## src/rtl/psram_pkg.sv

```systemverilog
// Shared opcodes, FSM state codes and frame lengths for the QSPI PSRAM slave.
package psram_pkg;
  localparam logic [7:0] OP_QREAD  = 8'hEB;
  localparam logic [7:0] OP_QWRITE = 8'h38;
  localparam logic [7:0] OP_QPI_EN = 8'h35;
  localparam logic [7:0] OP_QPI_EX = 8'hF5;

  localparam logic [2:0] ST_IDLE   = 3'd0;
  localparam logic [2:0] ST_CMD    = 3'd1;
  localparam logic [2:0] ST_ADDR   = 3'd2;
  localparam logic [2:0] ST_DUMMY  = 3'd3;
  localparam logic [2:0] ST_RDATA  = 3'd4;
  localparam logic [2:0] ST_WDATA  = 3'd5;
  localparam logic [2:0] ST_IGNORE = 3'd6;

  localparam logic [7:0] CMD_BITS  = 8'd8;
  localparam logic [7:0] ADDR_NIBS = 8'd6;
endpackage

```

## src/rtl/psram_pin_sync.sv

```systemverilog
// Synchronizes {sck, ce_n, dio} into clk_i and derives one-cycle sck edge pulses.
module psram_pin_sync #(
  parameter int SYNC_STAGES = 2
) (
  input  logic       clk_i,
  input  logic       rst_i,
  input  logic       qspi_sck,
  input  logic       qspi_ce_n,
  input  logic [3:0] dio_i,
  output logic       ce_n_s,
  output logic [3:0] dio_s,
  output logic       sck_rise,
  output logic       sck_fall
);
  // ce_n resets deasserted so the FSM stays idle until the bus really selects us
  localparam logic [5:0] RST_VAL = 6'b01_0000;

  logic [SYNC_STAGES-1:0][5:0] pipe;
  logic sck_s, sck_q;

  always_ff @(posedge clk_i or posedge rst_i) begin
    if (rst_i) begin
      pipe  <= {SYNC_STAGES{RST_VAL}};
      sck_q <= 1'b0;
    end else begin
      pipe[0] <= {qspi_sck, qspi_ce_n, dio_i};
      for (int i = 1; i < SYNC_STAGES; i++) pipe[i] <= pipe[i-1];
      sck_q <= sck_s;
    end
  end

  assign {sck_s, ce_n_s, dio_s} = pipe[SYNC_STAGES-1];
  assign sck_rise = sck_s & ~sck_q;
  assign sck_fall = ~sck_s & sck_q;
endmodule

```

## src/rtl/psram_qspi_slave.sv

```systemverilog
// QSPI PSRAM front-end: decodes 0xEB quad read / 0x38 quad write into byte SRAM accesses.
// Define PSRAM_QPI_EN to add 0x35/0xF5 QPI enter/exit with 2-rise quad command phase.
module psram_qspi_slave
  import psram_pkg::*;
#(
  parameter int ADDR_W      = 22,
  parameter int DUMMY_CYC   = 6,
  parameter int SYNC_STAGES = 2
) (
  input  logic              clk_i,
  input  logic              rst_i,
  input  logic              qspi_sck,
  input  logic              qspi_ce_n,
  input  logic [3:0]        dio_i,
  output logic [3:0]        dio_o,
  output logic [3:0]        dio_oe,
  output logic              mem_req,
  output logic              mem_we,
  output logic [ADDR_W-1:0] mem_addr,
  output logic [7:0]        mem_wdata,
  input  logic [7:0]        mem_rdata
);
  localparam logic [7:0] DUMMY_N = 8'(DUMMY_CYC);

  logic              ce_n_s, sck_rise, sck_fall;
  logic [3:0]        dio_s;
  logic [2:0]        state;
  logic [7:0]        cnt;
  logic [19:0]       sreg;
  logic [ADDR_W-1:0] addr, addr_inc;
  logic              is_rd, drive_hi;
  logic [7:0]        byte_buf, cmd_nxt;
  logic [3:0]        wr_hi;
  logic [1:0]        vld_pipe;
  logic              cmd_last;
  logic [23:0]       addr_full;
  logic              unused_hi;
  logic              qpi;

  psram_pin_sync #(.SYNC_STAGES(SYNC_STAGES)) u_sync (
    .clk_i(clk_i), .rst_i(rst_i), .qspi_sck(qspi_sck), .qspi_ce_n(qspi_ce_n),
    .dio_i(dio_i), .ce_n_s(ce_n_s), .dio_s(dio_s), .sck_rise(sck_rise), .sck_fall(sck_fall)
  );

`ifdef PSRAM_QPI_EN
  logic qpi_nxt;
`else
  assign qpi = 1'b0;
`endif

  always_comb begin
    cmd_nxt   = qpi ? {sreg[3:0], dio_s} : {sreg[6:0], dio_s[0]};
    cmd_last  = qpi ? (cnt == 8'd1) : (cnt == CMD_BITS - 8'd1);
    addr_full = {sreg, dio_s};
  end
  assign addr_inc  = addr + ADDR_W'(1);
  assign unused_hi = ^(addr_full >> ADDR_W);

  always_ff @(posedge clk_i or posedge rst_i) begin
    if (rst_i) begin
      state     <= ST_IDLE;
      cnt       <= '0;
      sreg      <= '0;
      addr      <= '0;
      is_rd     <= 1'b0;
      drive_hi  <= 1'b0;
      byte_buf  <= '0;
      wr_hi     <= '0;
      vld_pipe  <= '0;
      dio_o     <= '0;
      dio_oe    <= '0;
      mem_req   <= 1'b0;
      mem_we    <= 1'b0;
      mem_addr  <= '0;
      mem_wdata <= '0;
`ifdef PSRAM_QPI_EN
      qpi       <= 1'b0;
      qpi_nxt   <= 1'b0;
`endif
    end else begin
      mem_req  <= 1'b0;
      mem_we   <= 1'b0;
      // read data lands one clk after the strobe is seen by the SRAM
      vld_pipe <= {vld_pipe[0], 1'b0};
      if (vld_pipe[1]) byte_buf <= mem_rdata;
      if (ce_n_s) begin
        state  <= ST_IDLE;
        dio_oe <= '0;
`ifdef PSRAM_QPI_EN
        qpi    <= qpi_nxt;
`endif
      end else begin
        case (state)
          ST_IDLE: begin
            state <= ST_CMD;
            cnt   <= '0;
          end
          ST_CMD: if (sck_rise) begin
            sreg <= qpi ? {sreg[15:0], dio_s} : {sreg[18:0], dio_s[0]};
            cnt  <= cnt + 8'd1;
            if (cmd_last) begin
              cnt   <= '0;
              state <= ST_IGNORE;
              if (cmd_nxt == OP_QREAD || cmd_nxt == OP_QWRITE) begin
                state <= ST_ADDR;
                is_rd <= (cmd_nxt == OP_QREAD);
              end
`ifdef PSRAM_QPI_EN
              if (cmd_nxt == OP_QPI_EN) qpi_nxt <= 1'b1;
              if (cmd_nxt == OP_QPI_EX) qpi_nxt <= 1'b0;
`endif
            end
          end
          ST_ADDR: if (sck_rise) begin
            sreg <= {sreg[15:0], dio_s};
            cnt  <= cnt + 8'd1;
            if (cnt == ADDR_NIBS - 8'd1) begin
              cnt  <= '0;
              addr <= addr_full[ADDR_W-1:0];
              if (is_rd) begin
                mem_req     <= 1'b1;
                mem_addr    <= addr_full[ADDR_W-1:0];
                vld_pipe[0] <= 1'b1;
                state       <= ST_DUMMY;
              end else begin
                state <= ST_WDATA;
              end
            end
          end
          ST_DUMMY: begin
            if (sck_rise) cnt <= cnt + 8'd1;
            if (sck_fall && cnt == DUMMY_N) begin
              dio_oe   <= 4'hF;
              dio_o    <= byte_buf[7:4];
              drive_hi <= 1'b0;
              state    <= ST_RDATA;
            end
          end
          ST_RDATA: if (sck_fall) begin
            drive_hi <= ~drive_hi;
            if (drive_hi) begin
              dio_o <= byte_buf[7:4];
            end else begin
              // prefetch next byte while the low nibble is on the wire
              dio_o       <= byte_buf[3:0];
              mem_req     <= 1'b1;
              mem_addr    <= addr_inc;
              addr        <= addr_inc;
              vld_pipe[0] <= 1'b1;
            end
          end
          ST_WDATA: if (sck_rise) begin
            if (!cnt[0]) begin
              wr_hi <= dio_s;
              cnt   <= 8'd1;
            end else begin
              mem_req   <= 1'b1;
              mem_we    <= 1'b1;
              mem_addr  <= addr;
              mem_wdata <= {wr_hi, dio_s};
              addr      <= addr_inc;
              cnt       <= '0;
            end
          end
          ST_IGNORE: ;
          default: state <= ST_IDLE;
        endcase
      end
    end
  end
endmodule
```

## config.mk

```make
export PLATFORM = sky130hd
export DESIGN_NAME = psram_qspi_slave
export DESIGN_NICKNAME = d
export VERILOG_FILES = /design/src/rtl/psram_pkg.sv /design/src/rtl/psram_pin_sync.sv /design/src/rtl/psram_qspi_slave.sv
export SDC_FILE = /design/constraint.sdc
export NUM_CORES = 1
export LEC_CHECK = 0
export ABC_CLOCK_PERIOD_IN_PS = 4200
export BUFFER_PORTS_ARGS = -buffer_cell sky130_fd_sc_hd__buf_4
export CORE_ASPECT_RATIO = 1.75
export CORE_UTILIZATION = 30
export DETAILED_ROUTE_END_ITERATION = 10
export SLEW_MARGIN = 15
export SYNTH_ARGS = -nofsm -noshare
export SYNTH_HDL_FRONTEND = slang
export SYNTH_SLANG_ARGS = --single-unit
```

## constraint.sdc

```tcl
create_clock -name clk_i -period 4.2 [get_ports clk_i]
set_input_delay 0.84 -clock clk_i [delete_from_list [all_inputs] [get_ports clk_i]]
set_output_delay 0.84 -clock clk_i [all_outputs]
set_load 0.02 [all_outputs]
```

==> impl_metrics.csv <==
group,metric,value,unit
logic_synthesis,synth_area_leaders,"dfrtp_1, mux2_2, o21ai_0",
timing,rsz0062_at_grt,"false",
timing,slew_viol_final,0,
global_route,track_usage,0.160,
critical_path,worstPathRequired,4500,ps
cts,path_clk_slew,50,ps
route,met2_length,8320,um
timing,whs,345,ps
timing,tns,0,ps
critical_path,rrSetupSlack,1080,ps
cts,clock-sinks,117,
cts,cts_tree,"yes",
global_route,antenna_found_initial,0,
outcome,outcome,"complete, no violations",
route,drt_iter0_drc,272,
logic_synthesis,netlist_instances,608,
logic_synthesis,syn_nets,628,
placement,gp_congestion,0.849,
route,vias,4828,
cts,clk_latency,420,ps
route,met1_length,5840,um
logic_synthesis,yosysWarnings,0,
logic_synthesis,ys_seq_area_frac,0.477,
route,wl_met3,463,um
route,top_layer,"met4",
route,drc,0,
critical_path,path_cells,"nor2b_4, a311o_1, o211a_4, nand2_2, inv_2, mux2_4",
cts,post_cts_buffers,0,
logic_synthesis,yosysUniqueCellTypes,67,
finish,synthToLayoutAreaGrowth,20.2,%
min_path,hold_start,"u_sync.pipe[1]",
min_path,hold_class,"reg -> reg",
route,post_drt_wl_per_cell,17.6,um
logic_synthesis,syn_area,6140,um^2
global_route,grt_max_degree,62,
critical_path,cp_num_buf_inv,1,
critical_path,crit_path_top_delay_cell,"dfrtp_1",
critical_path,worst_r2r_path_depth,6,
finish,final_common_cell,"dfrtp_1",
die,fp.dieW,110,um
cts,cts_buffers,17,
die,dieArea,21100,um^2
timing,fin_crit,3120,ps
global_route,overflow,0,
finish,drive_above_1_share,0.231,
finish,stdcell_area,7390,um^2
die,floorplan.initialDensity,0.309,
placement,io_buffers,55,
logic_synthesis,synthArstFlopShare,1.00,
critical_path,cpPeakStageDelay,690,ps
logic_synthesis,synth.top_cell.area_share,0.468,
route,ant_nets,0,
critical_path,cp_top_family,"simple AND/OR/NAND/NOR gates",
min_path,min_path_cells,0,
logic_synthesis,ys_ff_latch,117,
cts,cts_resized,0,
logic_synthesis,avgSynthCellArea,10.1,um^2
critical_path,startpoint_type,"flip-flop",
finish,final_cell_mix,"dfrtp_1, buf_4, o21ai_0",
global_route,grt_pass1_vias,4838,
cts,htreeDepth,4,
timing,hold_viol,0,
critical_path,r2r-end,"mem_addr[3]",
finish,final_core_util,0.371,
run,max_cap_viol_count,0,
finish,n_antenna_cell,0,
timing,post-route-period-util,0.744,
logic_synthesis,ys.flop_type,"dfrtp_1",
finish,nNetsFinal,665,
finish,nFillCells,2044,
timing,fmax,0.320,GHz
cts,hold_buffers,0,
placement,dpl_cell_area,6730,um^2
power_and_ir_drop,power.density,645,nW/um^2
logic_synthesis,yosys.area.top_type,"dfrtp_1",
critical_path,path_class,"reg -> reg",
route,routed_wl,15900,um
power_and_ir_drop,vdd_drop_max,0.283,mV
critical_path,worstPathArrival,3420,ps
cts,cts_root_buf,"clkbuf_16",
route,avgViaCountPerCell,5.35,
timing,tightestPinTransition,730,ps
route,first_pass_iters,4,
die,row_count,68,
critical_path,r2r-start,"state[2]",
power_and_ir_drop,p_leak,3.14,nW
timing,slew_headroom,0.514,
timing,setup_viol,0,
die,core,19900,um^2
die,ioPinCount,56,
timing,fin_skew,11.0,ps
logic_synthesis,synth_edf_count,0,
critical_path,end_kind,"flip-flop",
critical_path,critPathMaxFanout,32,
global_route,grt_pass1_wl,25100,um
min_path,whs_endpoint,"u_sync.dio_s[1]",
cts,clockBufferDepth,2,
die,die_y,191,um
placement,post-dp-hpwl,11300,um
[synth_stat cells, types with 6 or more instances]
| cell | instances |
|---|---|
| mux2_2 | 29 |
| nor3_1 | 14 |
| buf_2 | 20 |
| nor4_1 | 7 |
| xnor2_1 | 14 |
| a22o_1 | 7 |
| a31oi_1 | 14 |
| nor2b_1 | 9 |
| nand2_1 | 45 |
| o21ai_0 | 49 |
| nand4_1 | 11 |
| nand3_1 | 9 |
| dfrtp_1 | 115 |
| mux2i_1 | 18 |
| nor2_1 | 44 |
| inv_1 | 15 |
| or3_1 | 6 |
| clkbuf_1 | 15 |
| mux2_4 | 16 |
| o22ai_1 | 9 |
| and4_1 | 6 |
| a21oi_1 | 43 |
[kinds of logic after synthesis]
group / after synthesis / synth area share
and+or+nand+nor: 181 / 0.158
muxes: 63 / 0.122
xor gates and xnor gates: 15 / 0.0214
AOI/OAI and AO/OA: 165 / 0.167
DFF: 117 / 0.477
buffers and inverters: 63 / 0.0472
adders and majority gates: 4 / 0.00815
[routing by layer]
layer,vias up,GRT usage
met5,-,0
met1,2348,0.158
met2,129,0.283
met4,0,0.139
met3,61,0.0269
li1,2290,-
[how the worst max path moves through the flow]
stage / startpoint / endpoint / slack, ps / depth (start not counted)
after floorplan: rst_i / addr[0] / 260 / 1
after global placement: state[2] / mem_addr[11] / 1150 / 6
after detailed placement: state[2] / mem_addr[3] / 1110 / 6
after CTS: state[2] / mem_addr[3] / 1110 / 6
after global routing: state[2] / mem_addr[3] / 900 / 6
final: state[2] / mem_addr[3] / 1080 / 6
[cell type report]
class                      count  area (um^2)  area share
tap                          245          307      0.0415
sequential                   117         2930       0.397
inverter                      17         66.3     0.00898
timing repair buffer          64          493      0.0667
clock buffer                  24          482      0.0652
multi-input combinational    428         2940       0.398
clock inverter                 8          170      0.0230
[sequential cells by signal (all words and copies together) (netlist names)]
name and cells:
addr 22, mem_addr 22, sreg 18, byte_buf 8, cnt 8, mem_wdata 8, u_sync.pipe 7, dio_o 4
u_sync.dio_s 4, wr_hi 4, state 3, vld_pipe 2, dio_oe 1, drive_hi 1, is_rd 1, mem_req 1
mem_we 1, u_sync.ce_n_s 1, u_sync.sck_q 1
[report_power, final]
| part | internal, W | switching, W | leakage, nW | total [W] |
|---|---|---|---|---|
| combinational | 0.000630 | 0.000729 | 1.31 | 0.00136 |
| sequential | 0.00143 | 0.000369 | 1.52 | 0.00180 |
| clock | 0.00110 | 0.000503 | 0.311 | 0.00160 |
| total | 0.00316 | 0.00160 | 3.14 | 0.00476 |
[stage by stage]
| step | setup slack [ps] | total power (W) | cells |
|---|---|---|---|
| global placement | 1150 | 0.00317 | 871 |
| floorplan | 263 | 0.00272 | 608 |
| global route | 902 | 0.00502 | 903 |
| CTS | 1110 | 0.00481 | 903 |
| finish | 1080 | 0.00476 | 903 |
| detailed placement | 1110 | 0.00318 | 871 |
[worst reg2reg max path: cells and delay by family (launching register included)]
family	cells	cell delay (ps)
multiplexers	1	350
buffers and inverters	1	470
flip-flops	1	690
AO/OA/AOI/OAI	2	720
AND/OR/NAND/NOR	2	770
Note: power is estimated with default switching activity, not from simulation.
